--- src/rtl/spi_slave_apb_pkg.sv ---
// Shared types for the SPI-slave-to-APB prefetching bridge.
// Holds the bridge FSM states and the session mode (READING / WRITING).
package spi_slave_apb_pkg;

  typedef enum logic [1:0] {
    IDLE   = 2'd0,
    SETUP  = 2'd1,
    ENABLE = 2'd2,
    HOLD   = 2'd3
  } apb_plug_state_e;

  typedef enum logic {
    READING = 1'b0,
    WRITING = 1'b1
  } rxtx_mode_e;

  localparam int WRAP_WIDTH = 16;

endpackage

--- src/rtl/spi_slave_apb_rdfifo.sv ---
// Synchronous first-word-fall-through FIFO that holds prefetched APB read words.
// The flush input overrides push and pop.
module spi_slave_apb_rdfifo #(
  parameter int unsigned DEPTH = 4,
  parameter int unsigned WIDTH = 32
) (
  input  logic                       pclk,
  input  logic                       presetn,
  input  logic                       flush,
  input  logic                       push,
  input  logic [WIDTH-1:0]           push_data,
  input  logic                       pop,
  output logic [WIDTH-1:0]           pop_data,
  output logic [$clog2(DEPTH):0]     count,
  output logic                       full,
  output logic                       empty
);

  localparam int AW = $clog2(DEPTH);
  localparam int CW = AW + 1;

  logic [WIDTH-1:0] mem [DEPTH];
  logic [AW-1:0]    wr_ptr_reg;
  logic [AW-1:0]    rd_ptr_reg;
  logic [CW-1:0]    count_reg;
  logic             do_push;
  logic             do_pop;

  assign empty   = (count_reg == '0);
  assign full    = (count_reg == CW'(DEPTH));
  assign count   = count_reg;
  assign do_pop  = pop && !empty;
  assign do_push = push && (!full || do_pop);

  // Head is masked while empty so the output never exposes stale storage.
  assign pop_data = empty ? '0 : mem[rd_ptr_reg];

  always_ff @(posedge pclk) begin
    if (do_push && !flush) begin
      mem[wr_ptr_reg] <= push_data;
    end
  end

  always_ff @(posedge pclk or negedge presetn) begin
    if (!presetn) begin
      wr_ptr_reg <= '0;
      rd_ptr_reg <= '0;
      count_reg  <= '0;
    end else if (flush) begin
      wr_ptr_reg <= '0;
      rd_ptr_reg <= '0;
      count_reg  <= '0;
    end else begin
      if (do_push) wr_ptr_reg <= wr_ptr_reg + AW'(1);
      if (do_pop)  rd_ptr_reg <= rd_ptr_reg + AW'(1);
      case ({do_push, do_pop})
        2'b10:   count_reg <= count_reg + CW'(1);
        2'b01:   count_reg <= count_reg - CW'(1);
        default: count_reg <= count_reg;
      endcase
    end
  end

endmodule

--- src/rtl/spi_slave_apb_prefetch_plug.sv ---
// SPI-slave word buffer to APB master bridge with read prefetch, address stride,
// optional wrapping bursts and sticky pslverr capture.
module spi_slave_apb_prefetch_plug
  import spi_slave_apb_pkg::*;
#(
  parameter int unsigned APB_ADDR_WIDTH = 32,
  parameter int unsigned APB_DATA_WIDTH = 32,
  parameter int unsigned PREFETCH_DEPTH = 4,
  parameter int unsigned ADDR_STRIDE    = APB_DATA_WIDTH / 8
) (
  input  logic                      pclk,
  input  logic                      presetn,
  output logic                      psel,
  output logic                      penable,
  output logic                      pwrite,
  output logic [APB_ADDR_WIDTH-1:0] paddr,
  output logic [APB_DATA_WIDTH-1:0] pwdata,
  input  logic [APB_DATA_WIDTH-1:0] prdata,
  input  logic                      pready,
  input  logic                      pslverr,
  input  logic [APB_ADDR_WIDTH-1:0] rxtx_addr,
  input  logic                      rxtx_addr_valid,
  input  logic                      start_tx,
  input  logic                      cs,
  output logic [APB_DATA_WIDTH-1:0] tx_data,
  output logic                      tx_valid,
  input  logic                      tx_ready,
  input  logic [APB_DATA_WIDTH-1:0] rx_data,
  input  logic                      rx_valid,
  output logic                      rx_ready,
  input  logic [WRAP_WIDTH-1:0]     wrap_length,
  input  logic                      err_clear,
  output logic                      err_sticky,
  output logic                      busy
);

  localparam int CNT_W = $clog2(PREFETCH_DEPTH) + 1;
  localparam logic [APB_ADDR_WIDTH-1:0] STRIDE = APB_ADDR_WIDTH'(ADDR_STRIDE);

  apb_plug_state_e           state_reg, state_next;
  rxtx_mode_e                mode_reg;
  logic [APB_ADDR_WIDTH-1:0] base_addr_reg;
  logic [APB_ADDR_WIDTH-1:0] curr_addr_reg;
  logic [WRAP_WIDTH-1:0]     word_idx_reg;
  logic [APB_DATA_WIDTH-1:0] wdata_q_reg;
  logic                      err_sticky_reg;

  logic                      start_write;
  logic                      start_read;
  logic                      xfer_done;
  logic                      enter_idle;
  logic                      wrap_hit;
  logic                      fifo_push;
  logic                      fifo_pop;
  logic                      fifo_full;
  logic                      fifo_empty;
  logic [CNT_W-1:0]          fifo_count;
  logic                      prefetch_room;

  assign xfer_done     = (state_reg == ENABLE) && pready;
  assign enter_idle    = (state_reg != IDLE) && (state_next == IDLE);
  assign wrap_hit      = (wrap_length != '0) && (word_idx_reg == wrap_length - WRAP_WIDTH'(1));
  assign prefetch_room = (fifo_count < CNT_W'(PREFETCH_DEPTH));
  // A read finishing while cs is high belongs to an abandoned session.
  assign fifo_push     = xfer_done && (mode_reg == READING) && !cs && !fifo_full;
  assign fifo_pop      = tx_valid && tx_ready;

  always_comb begin
    state_next  = state_reg;
    rx_ready    = 1'b0;
    start_write = 1'b0;
    start_read  = 1'b0;
    case (state_reg)
      IDLE: begin
        if (rx_valid) begin
          rx_ready    = 1'b1;
          start_write = 1'b1;
          state_next  = SETUP;
        end else if (start_tx && !cs) begin
          start_read = 1'b1;
          state_next = SETUP;
        end
      end
      SETUP:  state_next = ENABLE;
      ENABLE: if (pready) state_next = cs ? IDLE : HOLD;
      HOLD: begin
        if (cs) begin
          state_next = IDLE;
        end else if (mode_reg == WRITING) begin
          rx_ready = 1'b1;
          if (rx_valid) state_next = SETUP;
        end else if (prefetch_room) begin
          state_next = SETUP;
        end
      end
      default: state_next = IDLE;
    endcase
  end

  always_ff @(posedge pclk or negedge presetn) begin
    if (!presetn) begin
      state_reg      <= IDLE;
      mode_reg       <= READING;
      base_addr_reg  <= '0;
      curr_addr_reg  <= '0;
      word_idx_reg   <= '0;
      wdata_q_reg    <= '0;
      err_sticky_reg <= 1'b0;
    end else begin
      state_reg <= state_next;
      if (start_write)      mode_reg <= WRITING;
      else if (start_read)  mode_reg <= READING;
      if (rx_valid && rx_ready) wdata_q_reg <= rx_data;

      if (state_reg == IDLE && rxtx_addr_valid) begin
        base_addr_reg <= rxtx_addr;
        curr_addr_reg <= rxtx_addr;
      end else if (xfer_done) begin
        if (wrap_hit) begin
          curr_addr_reg <= base_addr_reg;
        end else begin
          curr_addr_reg <= curr_addr_reg + STRIDE;
        end
      end

      if (enter_idle)     word_idx_reg <= '0;
      else if (xfer_done) word_idx_reg <= wrap_hit ? '0 : word_idx_reg + WRAP_WIDTH'(1);

      // A new error outranks a clear arriving in the same cycle.
      if (xfer_done && pslverr) err_sticky_reg <= 1'b1;
      else if (err_clear)       err_sticky_reg <= 1'b0;
    end
  end

  spi_slave_apb_rdfifo #(
    .DEPTH (PREFETCH_DEPTH),
    .WIDTH (APB_DATA_WIDTH)
  ) u_rdfifo (
    .pclk      (pclk),
    .presetn   (presetn),
    .flush     (enter_idle),
    .push      (fifo_push),
    .push_data (prdata),
    .pop       (fifo_pop),
    .pop_data  (tx_data),
    .count     (fifo_count),
    .full      (fifo_full),
    .empty     (fifo_empty)
  );

  assign psel       = (state_reg == SETUP) || (state_reg == ENABLE);
  assign penable    = (state_reg == ENABLE);
  assign pwrite     = psel && (mode_reg == WRITING);
  assign paddr      = curr_addr_reg;
  assign pwdata     = wdata_q_reg;
  assign tx_valid   = !fifo_empty;
  assign err_sticky = err_sticky_reg;
  assign busy       = (state_reg != IDLE);

endmodule

--- config.mk ---
export PLATFORM = sky130hd
export DESIGN_NAME = spi_slave_apb_prefetch_plug
export DESIGN_NICKNAME = d
export VERILOG_FILES = /design/src/rtl/spi_slave_apb_pkg.sv /design/src/rtl/spi_slave_apb_rdfifo.sv /design/src/rtl/spi_slave_apb_prefetch_plug.sv
export SDC_FILE = /design/constraint.sdc
export NUM_CORES = 1
export LEC_CHECK = 0
export BUFFER_PORTS_ARGS = -buffer_cell sky130_fd_sc_hd__buf_2
export CAP_MARGIN = 20
export CORE_MARGIN = 1.5
export CORE_UTILIZATION = 40
export DETAILED_ROUTE_END_ITERATION = 10
export SYNTH_ARGS = -nofsm -noshare
export SYNTH_HDL_FRONTEND = slang
export SYNTH_SLANG_ARGS = --single-unit
--- constraint.sdc ---
create_clock -name pclk -period 7.1 [get_ports pclk]
set_clock_uncertainty 0.2 [all_clocks]
set_input_delay 1.42 -clock pclk [delete_from_list [all_inputs] [get_ports pclk]]
set_output_delay 1.42 -clock pclk [all_outputs]
set_load 0.02 [all_outputs]
==> metrics.txt <==
# TYPE chip_impl_metric gauge
chip_impl_metric{name="p_leak",unit="nW"} 5.74
chip_impl_metric{name="dp_hpwl",unit="mm"} 18.6
chip_impl_metric{name="syn_inst",unit=""} 955
chip_impl_metric{name="gp_congestion",unit=""} 0.873
chip_impl_metric{name="cellPowerDensity",unit="nW/µm²"} 393
chip_impl_metric{name="critPathMaxFanout",unit=""} 35
chip_impl_metric{name="synth.yosys.warnings",unit=""} 0
chip_impl_info{name="tritoncts",value="built"} 1
chip_impl_metric{name="max_slew_margin",unit="%"} 32.2
chip_impl_metric{name="final-hold-violation-count",unit=""} 0
chip_impl_metric{name="postCtsSetupRepairBufs",unit=""} 0
chip_impl_metric{name="antenna_violating_nets_post_route",unit=""} 0
chip_impl_metric{name="setup_tns",unit="ns"} 0
chip_impl_metric{name="final.period_utilization",unit="%"} 68.4
chip_impl_metric{name="overall_overflow_remaining_after_global_route",unit=""} 0
chip_impl_info{name="layout.cells.most_common",value="sky130_fd_sc_hd__buf_2"} 1
chip_impl_metric{name="drv.max_cap_violation_count",unit=""} 0
chip_impl_metric{name="wl_met1",unit="mm"} 12.0
chip_impl_metric{name="drc_violation_total_after_the_first_tritonroute_iteration",unit=""} 596
chip_impl_metric{name="cts.reportedPaths.clkPinSlew",unit="ns"} 0.06
chip_impl_info{name="setup.worst_path.end_class",value="flop"} 1
chip_impl_info{name="most_area_consuming_cells_after_synthesis",value="sky130_fd_sc_hd__edfxtp_1 (33%), sky130_fd_sc_hd__dfrtp_1 (26%), sky130_fd_sc_hd__mux4_2 (6.2%)"} 1
chip_impl_metric{name="fp.dieH",unit="µm"} 174
chip_impl_metric{name="total_area_of_multi_input_combinational_cells",unit="µm²"} 4460
chip_impl_metric{name="die_area",unit="µm²"} 30200
chip_impl_metric{name="first_pass_iters",unit=""} 5
chip_impl_metric{name="max-vdd-ir-drop",unit="mV"} 0.207
chip_impl_metric{name="grt_start_max_net_pins",unit=""} 71
chip_impl_metric{name="grt_antenna_before_repair",unit=""} 0
chip_impl_metric{name="fmaxAchievable",unit="MHz"} 206
chip_impl_info{name="crit_path_start_kind",value="input pin"} 1
chip_impl_metric{name="cts_buffers",unit=""} 28
chip_impl_metric{name="wire_length_of_the_first_global_routing_pass",unit="mm"} 44.8
chip_impl_metric{name="fp-row-count",unit=""} 62
chip_impl_metric{name="remaining_drc_errors",unit=""} 0
chip_impl_metric{name="seq_area",unit="µm²"} 6920
chip_impl_metric{name="post_route_cells_drive_above_1_share",unit="%"} 30.7
chip_impl_metric{name="setup_viol",unit=""} 0
chip_impl_metric{name="post_cts_sizing",unit=""} 0
chip_impl_metric{name="die_width",unit="µm"} 174
chip_impl_metric{name="count_of_buffer_and_inverter_cells_on_the_critical_path",unit=""} 3
chip_impl_metric{name="synth_fp_nets",unit=""} 1088
chip_impl_info{name="run_status",value="complete, no violations"} 1
chip_impl_metric{name="critical-path-max-stage-delay",unit="ns"} 0.52
chip_impl_metric{name="cts_h_tree_depth",unit=""} 1
chip_impl_info{name="area_leader_netlist",value="sky130_fd_sc_hd__edfxtp_1"} 1
chip_impl_metric{name="async_sr_flop_fraction",unit="%"} 49.0
chip_impl_metric{name="floorplan.initialDensity",unit="%"} 40.6
chip_impl_metric{name="routed_wl",unit="mm"} 27.9
chip_impl_metric{name="routed_via_density",unit=""} 5.25
chip_impl_metric{name="port-buffer-count",unit=""} 224
chip_impl_info{name="crit_path_cell_trace",value="buf_2, inv_1, ha_1, or4b_4, or3_1, a2111o_1, a21oi_2, o2111ai_4, buf_4, nor2_1, mux2i_1, o21ai_0"} 1
chip_impl_info{name="worst-setup-path-type",value="in2reg"} 1
chip_impl_metric{name="number_of_synthesized_register_bits",unit=""} 251
chip_impl_metric{name="post-route-min-period",unit="ns"} 4.86
chip_impl_metric{name="final_net_count",unit=""} 1303
chip_impl_metric{name="largest_register_ffs",unit=""} 128
chip_impl_metric{name="ios",unit=""} 225
chip_impl_info{name="highest-signal-layer",value="met4"} 1
chip_impl_info{name="ctsRootBufferMaster",value="sky130_fd_sc_hd__clkbuf_16"} 1
chip_impl_info{name="cp_slowest_cell",value="sky130_fd_sc_hd__or4b_4"} 1
chip_impl_metric{name="number_of_flops_mapped_to_enable_cells_by_yosys",unit=""} 128
chip_impl_metric{name="critical_path_arrival",unit="ns"} 5.04
chip_impl_metric{name="cts_hold_repair.buffers",unit=""} 0
chip_impl_info{name="rsz0062_at_grt",value="false"} 1
chip_impl_metric{name="synth_seq_area_share",unit="%"} 59.4
chip_impl_metric{name="first_global_vias",unit=""} 8340
chip_impl_metric{name="area_growth",unit="%"} 21.0
chip_impl_metric{name="detail_route.wl_per_cell",unit="µm"} 17.7
chip_impl_metric{name="fillCellCount",unit=""} 2616
chip_impl_info{name="commonest_cells_after_routing_fill_and_taps_aside",value="sky130_fd_sc_hd__buf_2 (223), sky130_fd_sc_hd__nand2_1 (140), sky130_fd_sc_hd__edfxtp_1 (128)"} 1
chip_impl_metric{name="cp.required",unit="ns"} 7.28
chip_impl_metric{name="antenna_cells",unit=""} 0
chip_impl_metric{name="routed-via-count",unit=""} 8277
chip_impl_metric{name="met3_length",unit="mm"} 1.60
chip_impl_metric{name="clock_sink_count",unit=""} 251
chip_impl_info{name="min-delay-path-class",value="reg2reg"} 1
chip_impl_metric{name="post-synth-top-area-fraction",unit="%"} 33.0
chip_impl_info{name="critical-path-top-delay-family",value="compound AO/OA/AOI/OAI gates"} 1
chip_impl_metric{name="synthDistinctLibCells",unit=""} 69
chip_impl_metric{name="synth.avg_cell_area",unit="µm²"} 12.2
chip_impl_metric{name="routed-wl-met2",unit="mm"} 13.8
chip_impl_metric{name="ctsLongestPathBuffers",unit=""} 3
chip_impl_info{name="synth_flop_cell",value="sky130_fd_sc_hd__edfxtp_1"} 1
chip_impl_metric{name="clock_insertion_delay_worst_skew",unit="ns"} 0.54
chip_impl_metric{name="gr-usage-all-layers",unit="%"} 18.5
chip_impl_info{name="regMostFlops",value="u_rdfifo.mem"} 1
chip_impl_metric{name="drv_slew",unit=""} 0
chip_impl_metric{name="post_synth_instance_area",unit="µm²"} 11600
chip_impl_metric{name="core_area",unit="µm²"} 28700
chip_impl_metric{name="fin_hold_ws",unit="ns"} 0.270
chip_impl_metric{name="worst_slew_pin_slew",unit="ns"} 1.02
[worst min-delay path, delay by kind of cell, from the launching register on]
family           cells  cell delay, ns
flip-flops           1            0.33
AND/OR/NAND/NOR      2            0.11
[metrics by stage]
stage          instance area [µm²]  instances  util (%)  setup slack (ns)  power [mW]
2_1_floorplan                11600        955         -              2.79        3.46
3_5_place_dp                 13100       1523      45.8              1.69        4.13
4_1_cts                      14100       1575      49.1              2.24        5.61
5_1_grt                      14100       1576      49.1              2.00        5.88
3_3_place_gp                 13100       1523      45.8              1.78        4.10
6_report                     14100       1576      49.1              2.24        5.53
[layer usage]
layer / vias up / track usage, %
li1: 3913 / -
met1: 4083 / 23.7
met2: 241 / 32.2
met3: 40 / 3.95
met4: 0 / 4.42
met5: - / 0
[final timing paths]
| kind | startpoint | to | slack, ns | cells past startpoint |
|---|---|---|---|---|
| max | wrap_length[0] | paddr[0]$_DFFE_PN0P_ | 2.24 | 12 |
| min | base_addr_reg[8]$_DFFE_PN0P_ | base_addr_reg[8]$_DFFE_PN0P_ | 0.27 | 2 |
| max reg2reg | word_idx_reg[6]$_DFFE_PN0P_ | paddr[0]$_DFFE_PN0P_ | 3.34 | 9 |
| min reg2reg | base_addr_reg[8]$_DFFE_PN0P_ | base_addr_reg[8]$_DFFE_PN0P_ | 0.27 | 2 |
| max in group asynchronous | presetn | pwdata[3]$_DFFE_PN0P_ | 4.60 | 2 |
| min in group asynchronous | presetn | word_idx_reg[4]$_DFFE_PN0P_ | 0.81 | 1 |
[cell families after synthesis]
| logic type | share of synthesized area [%] |
|---|---|
| flops | 59.4 |
| xor+xnor | 2.86 |
| fa+ha+maj | 1.25 |
| simple gates | 14.8 |
| buf+inv | 2.51 |
| compound gates | 8.26 |
| mux | 10.9 |
[cells in the mapped netlist, types with 13 or more instances]
master,number
sky130_fd_sc_hd__nand2_1,142
sky130_fd_sc_hd__edfxtp_1,128
sky130_fd_sc_hd__dfrtp_1,123
sky130_fd_sc_hd__nor2_1,59
sky130_fd_sc_hd__and2_1,44
sky130_fd_sc_hd__a21oi_1,41
sky130_fd_sc_hd__mux2_2,37
sky130_fd_sc_hd__clkbuf_1,36
sky130_fd_sc_hd__o21ai_0,34
sky130_fd_sc_hd__mux4_2,32
sky130_fd_sc_hd__xor2_1,25
sky130_fd_sc_hd__nand3_1,21
sky130_fd_sc_hd__nor3_1,19
sky130_fd_sc_hd__inv_1,16
sky130_fd_sc_hd__nand4_1,14
sky130_fd_sc_hd__xnor2_1,13
[power by group]
| group | switching [mW] | internal, mW |
|---|---|---|
| combinational | 1.16 | 0.795 |
| clock | 0.578 | 0.879 |
| sequential | 0.290 | 1.83 |
[area by class of cell]
class,instances,share of cell area (%)
Sequential cell,251,49.1
Tap cell,384,3.41
Inverter,16,0.426
Timing Repair Buffer,238,8.72
Clock buffer,39,5.55
Multi-Input combinational cell,635,31.6
Clock inverter,13,1.14
No activity file was read; power rests on OpenSTA's default activity.
